[src/rtl/prisoner_box.sv]
// Guard-keyed single-slot slip box: a correct-key load seals a slip, and a
// prisoner read shows it for one cycle. Repeated wrong keys lock the box until reset.
module prisoner_box #(
    parameter logic [31:0] GUARD_KEY    = 32'hDEADBEEF,
    parameter int unsigned MAX_BAD_KEYS = 3
) (
    output logic [7:0]  output_data,
    input  logic [7:0]  input_data,
    input  logic [31:0] guard_key,
    input  logic        load,
    input  logic        clk,
    input  logic        rst,
    input  logic        rd_enable
);

    localparam int unsigned SLIP_W = 8;
    localparam int unsigned CNT_W  = 4;
    localparam logic [CNT_W-1:0] MAX_CNT = CNT_W'(MAX_BAD_KEYS);

    typedef enum logic [1:0] {
        EMPTY  = 2'd0,
        SEALED = 2'd1,
        OPENED = 2'd2,
        LOCKED = 2'd3
    } state_t;

    state_t            state;
    logic [SLIP_W-1:0] slip;
    logic [CNT_W-1:0]  bad_keys;
    logic              has_slip;
    logic [CNT_W-1:0]  bad_keys_inc;
    logic              key_ok;

    assign bad_keys_inc = bad_keys + CNT_W'(1);
    assign key_ok       = (guard_key == GUARD_KEY);

    // Load takes priority over read; output_data closes on any cycle without a read.
    always_ff @(posedge clk or posedge rst) begin
        if (rst) begin
            state       <= EMPTY;
            slip        <= '0;
            bad_keys    <= '0;
            has_slip    <= 1'b0;
            output_data <= '0;
        end else begin
            output_data <= '0;
            if (load) begin
                if (state != LOCKED) begin
                    if (key_ok) begin
                        slip     <= input_data;
                        state    <= SEALED;
                        bad_keys <= '0;
                        has_slip <= 1'b1;
                    end else begin
                        if (bad_keys < MAX_CNT) begin
                            bad_keys <= bad_keys_inc;
                        end
                        if (bad_keys_inc >= MAX_CNT) begin
                            state <= LOCKED;
                        end
                    end
                end
            end else if (rd_enable) begin
                case (state)
                    SEALED: begin
                        output_data <= slip;
                        state       <= OPENED;
                    end
                    OPENED: output_data <= slip;
                    LOCKED: output_data <= has_slip ? slip : SLIP_W'(0);
                    default: output_data <= '0;
                endcase
            end
        end
    end

endmodule

[config.mk]
export PLATFORM = sky130hd
export DESIGN_NAME = prisoner_box
export DESIGN_NICKNAME = d
export VERILOG_FILES = /design/src/rtl/prisoner_box.sv
export SDC_FILE = /design/constraint.sdc
export NUM_CORES = 1
export LEC_CHECK = 0
export ABC_AREA = 0
export CAP_MARGIN = 20
export CORE_MARGIN = 2
export CORE_UTILIZATION = 43
export DETAILED_ROUTE_END_ITERATION = 6
export PLACE_DENSITY_LB_ADDON = 0.25
export SLEW_MARGIN = 20
export SYNTH_ARGS = -nofsm -noshare
export SYNTH_HDL_FRONTEND = slang
export SYNTH_SLANG_ARGS = --single-unit
[constraint.sdc]
create_clock -name clk -period 4.7 [get_ports clk]
set_input_delay 0.705 -clock clk [delete_from_list [all_inputs] [get_ports clk]]
set_output_delay 0.705 -clock clk [all_outputs]
set_load 0.005 [all_outputs]
==> results of run 1 <==
## logic make-up (layout without fill, tap and decap cells)
kind of cell	count (synthesis)	in the layout	synth area share
buf+inv	6	59	0.02213
mux	8	8	0.08392
flops	23	23	0.5361
fa+ha+maj	5	5	0.05828
compound gates	9	9	0.05245
simple gates	38	38	0.2471
## power by group
group | leakage [nW] | total (W) | switching (W) | internal [W]
logic | 0.408 | 0.0000611 | 0.0000200 | 0.0000411
registers | 0.301 | 0.000203 | 0.00000299 | 0.000201
clock network | 0.0177 | 0.0000882 | 0.0000564 | 0.0000318
## stage by stage
stage / total power, W / hold WS [ns]
detailed placement: 0.0002683 / 0.4662
CTS: 0.0003571 / 0.4944
global placement: 0.0002659 / 0.4604
floorplan: 0.0002268 / 0.4350
global route: 0.0003699 / 0.5208
finish: 0.0003527 / 0.4898
## synth_stat cells (all sizes together) (2+ instances only)
master   instances
o22ai            3
dfrtp           23
nand3b           2
a21oi            2
or4              2
or3              3
nand2            2
nand4            2
nor3             3
nand4bb          2
and2            12
nand2b           2
inv              4
ha               5
nand4b           4
mux2             8
## worst max-delay path by stage
stage / start / depth (start not counted) / slack (ns) / to
after CTS: guard_key[17] / 5 / 2.09 / slip[3]
after global placement: guard_key[17] / 5 / 1.85 / slip[4]
after detailed placement: guard_key[17] / 5 / 1.75 / slip[3]
after global routing: guard_key[17] / 5 / 2.06 / slip[7]
after floorplan: guard_key[17] / 5 / 2.38 / slip[0]
final: guard_key[17] / 5 / 2.12 / slip[3]
## worst reg2reg max path, cell delays in order (launching register included)
cell	delay (ns)
dfrtp_1	0.43
ha_1	0.24
nand2b_1	0.26
nor3_4	0.48
mux2_2	0.40
## routing by layer
metal	global-route usage	vias to the layer above	share of wire
met5	0	-	0
met2	0.3252	46	0.52
met1	0.1943	421	0.37
li1	-	429	-
met4	0.1026	0	0.025
met3	0.03611	5	0.084
## registers in the layout (all words and copies together) (netlist names)
| name | count |
|---|---|
| bad_keys | 4 |
| has_slip | 1 |
| slip | 8 |
| state | 2 |
| output_data | 8 |
## final cells by class
class / count / area [sq um]
Tap cell: 30 / 37.54
Inverter: 4 / 15.01
Clock buffer: 3 / 22.52
Timing Repair Buffer: 51 / 510.5
Multi-Input combinational cell: 60 / 480.5
Sequential cell: 23 / 575.6
Clock inverter: 1 / 5.005
Fill cell: 190 / 763.2
==> flow_summary.json, run 1 <==
{
  "status": "finished clean",
  "clk_pin_slew_worst_paths_ns": 0.12,
  "fin_cells": 172,
  "postCtsSetupBuffers": 0,
  "power_leakage_nw": 0.7269,
  "reg2reg_slack_ns": 2.79,
  "viasPerCell": 5.238,
  "gp_congestion": 0.7449,
  "fin_util": 0.6833,
  "hold_path_class": "reg -> reg",
  "min_to": "output_data[0]",
  "grt_max_degree": 24,
  "layout_common_cells": "51 x clkdlybuf4s50_1, 23 x dfrtp_1, 12 x and2_1",
  "hold_violations": 0,
  "r2r_end": "slip[3]",
  "post-place-cells": 168,
  "layout-drive-gt1-share": 0.1056,
  "avgRoutedWirePerCell_um": 13.02,
  "min_period_ns": 2.583,
  "hold_depth": 1,
  "finalCritPeriodShare": 0.5495,
  "core_region_area_sq_um": 2410,
  "synth_top_area_cell": "dfrtp_1",
  "rr_startpoint": "state[0]",
  "postSynthCellCount": 89,
  "clkLatencyLatePin_ns": 0.31,
  "post-dp-hpwl_mm": 1.896,
  "cp_num_buf_inv": 1,
  "setup_slack_ns": 2.117,
  "die_h_um": 53.97,
  "max-cap-violations": 0,
  "cp-start-kind": "primary input",
  "hold_buffers": 0,
  "cp.arrival_ns": 2.79,
  "crit_path_end_kind": "flop",
  "rows": 18,
  "synth-edff-count": 0,
  "relSlewSlack": 0.4443,
  "die_x_um": 53.97,
  "slowest_stage": "or4_1",
  "track_usage": 0.1806,
  "critPathMaxStageDelay_ns": 0.63,
  "synth.distinct_cells": 28,
  "ys_ff_latch": 23,
  "syn_area_sq_um": 1074,
  "ir_worst_vdd_mv": 0.1410,
  "grt_pass1_wl_mm": 3.643,
  "syn_avg_cell_area_sq_um": 12.06,
  "crit_type": "in -> reg",
  "placed_cell_area_sq_um": 1613,
  "portBuffers": 51,
  "synth_top_flop_cell": "dfrtp_1",
  "area_growth_pct": 53.38,
  "ff2ff_path_depth": 4,
  "root_buffer": "clkbuf_4",
  "synth-seq-area-share": 0.5361,
  "syn-num-nets": 138,
  "firstDrtPassIters": 4,
  "synth_warnings": 0,
  "synth_area_leaders": "dfrtp_1 54%, mux2_2 8.4%, and2_1 7.0%, ha_1 5.8%, nand4b_1 3.3%",
  "tns_ns": 0,
  "ctsResizeCount": 0,
  "n_antenna_cell": 0,
  "final_cell_area_sq_um": 1647,
  "antenna_found_initial": 0,
  "crit_fanout": 9,
  "wl_mm": 2.239,
  "num_vias": 901,
  "async_flop_share": 1.000,
  "power.density_nw_per_um2": 214.2,
  "fin_skew_ns": 0.002328,
  "nNetsFinal": 192,
  "synth.top_cell.area_share": 0.5361,
  "cts.path.max_buffers": 2,
  "boundaryPins": 52,
  "overflow": 0,
  "worst_slew_pin_slew_ns": 0.8326,
  "cp_top_family": "simple AND/OR/NAND/NOR gates",
  "rsz0062_at_grt": "false",
  "drt-initial-drc-count": 2,
  "crit_chain": "clkdlybuf4s50_1 -> nand4bb_1 -> or4_1 -> nor3_4 -> mux2_2",
  "layout_commonest_cell": "clkdlybuf4s50_1",
  "setup_viol": 0,
  "cts_buffers": 3,
  "cts_max_level": 1,
  "dp_slack_ns": 1.748,
  "die_area_sq_um": 2912,
  "ant_nets": 0,
  "fmax_ghz": 0.3872,
  "drc_errors": 0,
  "grt_pass1_vias": 888,
  "worstHoldStart": "slip[0]",
  "critPathRequiredTime_ns": 4.90,
  "cts_tree": "built",
  "finalMaxSlewViolations": 0,
  "start_util": 0.4455,
  "numClockSinks": 23
}
Note: power is estimated with default switching activity, not from simulation.
==> inputs of run 2 (changes only) <==
--- a/config.mk
+++ b/config.mk
@@ -8,7 +8,7 @@
 export ABC_AREA = 0
 export CAP_MARGIN = 20
 export CORE_MARGIN = 2
-export CORE_UTILIZATION = 43
+export CORE_UTILIZATION = 40
 export DETAILED_ROUTE_END_ITERATION = 6
 export PLACE_DENSITY_LB_ADDON = 0.25
 export SLEW_MARGIN = 20
==> constraint.sdc (replaced) <==
create_clock -name clk -period 2.7 [get_ports clk]
set_input_delay 0.405 -clock clk [delete_from_list [all_inputs] [get_ports clk]]
set_output_delay 0.405 -clock clk [all_outputs]
set_load 0.005 [all_outputs]
==> flow_summary.json, run 2 (synthesized netlist as in run 1, its figures left out) <==
{
  "nNetsFinal": 193,
  "hold_violations": 0,
  "crit_type": "in -> reg",
  "worstHoldStart": "slip[6]",
  "crit_fanout": 9,
  "tns_ns": 0,
  "antenna_found_initial": 0,
  "crit_chain": "clkdlybuf4s50_1 -> nand4_1 -> or4_1 -> nor3_4 -> mux2_2",
  "finalMaxSlewViolations": 0,
  "die_x_um": 55.81,
  "clk_pin_slew_worst_paths_ns": 0.12,
  "ff2ff_path_depth": 4,
  "postCtsSetupBuffers": 0,
  "r2r_end": "slip[7]",
  "die_h_um": 55.81,
  "rsz0062_at_grt": "false",
  "max-cap-violations": 0,
  "status": "finished clean",
  "cts.path.max_buffers": 2,
  "die_area_sq_um": 3114,
  "setup_viol": 0,
  "cp-start-kind": "primary input",
  "cp.arrival_ns": 2.46,
  "grt_pass1_wl_mm": 3.891,
  "worst_slew_pin_slew_ns": 0.8427,
  "ctsResizeCount": 0,
  "finalCritPeriodShare": 0.8393,
  "sequential_cell_area_sq_um": 575.6,
  "fin_skew_ns": 0.003628,
  "drc_errors": 0,
  "cts_tree": "built",
  "portBuffers": 51,
  "rr_startpoint": "state[0]",
  "slowest_stage": "or4_1",
  "area_growth_pct": 53.50,
  "viasPerCell": 5.173,
  "hold-worst-slack_ns": 0.4870,
  "gp_congestion": 0.6934,
  "multi_input_area_sq_um": 474.2,
  "final_cell_area_sq_um": 1648,
  "core_region_area_sq_um": 2500,
  "min_to": "output_data[6]",
  "power.density_nw_per_um2": 372.2,
  "start_util": 0.4294,
  "grt_pass1_vias": 968,
  "numClockSinks": 23,
  "root_buffer": "clkbuf_4",
  "num_vias": 895,
  "post-dp-hpwl_mm": 1.843,
  "ant_nets": 0,
  "grt_max_degree": 24,
  "track_usage": 0.1599,
  "critPathRequiredTime_ns": 2.90,
  "n_antenna_cell": 0,
  "min_period_ns": 2.266,
  "hold_depth": 1,
  "relSlewSlack": 0.4376,
  "clkLatencyLatePin_ns": 0.30,
  "cts_max_level": 1,
  "setup_slack_ns": 0.4340,
  "layout_common_cells": "51 x clkdlybuf4s50_1, 23 x dfrtp_1, 12 x and2_1",
  "placed_cell_area_sq_um": 1620,
  "layout-drive-gt1-share": 0.1049,
  "dp_slack_ns": 0.08097,
  "hold_path_class": "reg -> reg",
  "rows": 18,
  "power_leakage_nw": 0.7309,
  "avgRoutedWirePerCell_um": 12.68,
  "fillers": 186,
  "top_regs": "output_data x8, slip x8, bad_keys x4",
  "hold_buffers": 0,
  "firstDrtPassIters": 4,
  "critPathMaxStageDelay_ns": 0.67,
  "fmax_ghz": 0.4413,
  "layout_commonest_cell": "clkdlybuf4s50_1",
  "boundaryPins": 52,
  "wl_mm": 2.193,
  "overflow": 0,
  "drt-initial-drc-count": 11,
  "crit_path_end_kind": "flop",
  "ir_worst_vdd_mv": 0.2780,
  "reg2reg_slack_ns": 0.81,
  "cts_buffers": 3
}
[run 2: cell types whose count changed in the layout (fill, tap and decap cells not counted), sizes merged]
| cell | previous run | this run |
|---|---|---|
| buf | 0 | 1 |
[run 2: routing by layer]
layer	vias to the layer above	global-route usage	wire length (um)
li1	429	-	-
met1	416	0.1729	882
met2	48	0.2959	1091
met4	0	0.07317	27
met5	-	0	0
met3	2	0.03256	192
[run 2: worst max path at each step]
stage                        startpoint      end  cells past startpoint
final                     guard_key[16]  slip[7]                      5
after global routing      guard_key[17]  slip[7]                      5
after CTS                 guard_key[16]  slip[1]                      5
after detailed placement  guard_key[16]  slip[1]                      5
after global placement    guard_key[16]  slip[4]                      5
after floorplan           guard_key[17]  slip[0]                      5
[run 2: area by class of cell]
type,instances,share of cell area
Clock buffer,3,0.01367
Tap cell,30,0.02278
Timing Repair Buffer,52,0.3144
Sequential cell,23,0.3493
Clock inverter,1,0.003037
Inverter,4,0.009112
Multi-Input combinational cell,60,0.2878
[run 2: worst max-delay path, delay by kind of cell]
family | cells | cell delay [ns]
and+or+nand+nor | 3 | 1.20
muxes | 1 | 0.39
buffers and inverters | 1 | 0.47
[run 2: power by group]
part / total [W] / internal (W) / leakage [nW] / switching (W)
combinational: 0.000106 / 0.0000723 / 0.412 / 0.0000335
sequential: 0.000354 / 0.000349 / 0.301 / 0.00000542
clock: 0.000153 / 0.0000552 / 0.0177 / 0.0000980
total: 0.000613 / 0.000477 / 0.731 / 0.000137
[run 2: metrics by stage]
| step | utilization | total power [W] | cells |
|---|---|---|---|
| 3_3_place_gp | 0.6481 | 0.0004644 | 169 |
| 2_1_floorplan | - | 0.0003948 | 89 |
| 5_1_grt | 0.6592 | 0.0006493 | 173 |
| 3_5_place_dp | 0.6481 | 0.0004682 | 169 |
| 6_report | 0.6592 | 0.0006134 | 173 |
| 4_1_cts | 0.6592 | 0.0006201 | 173 |
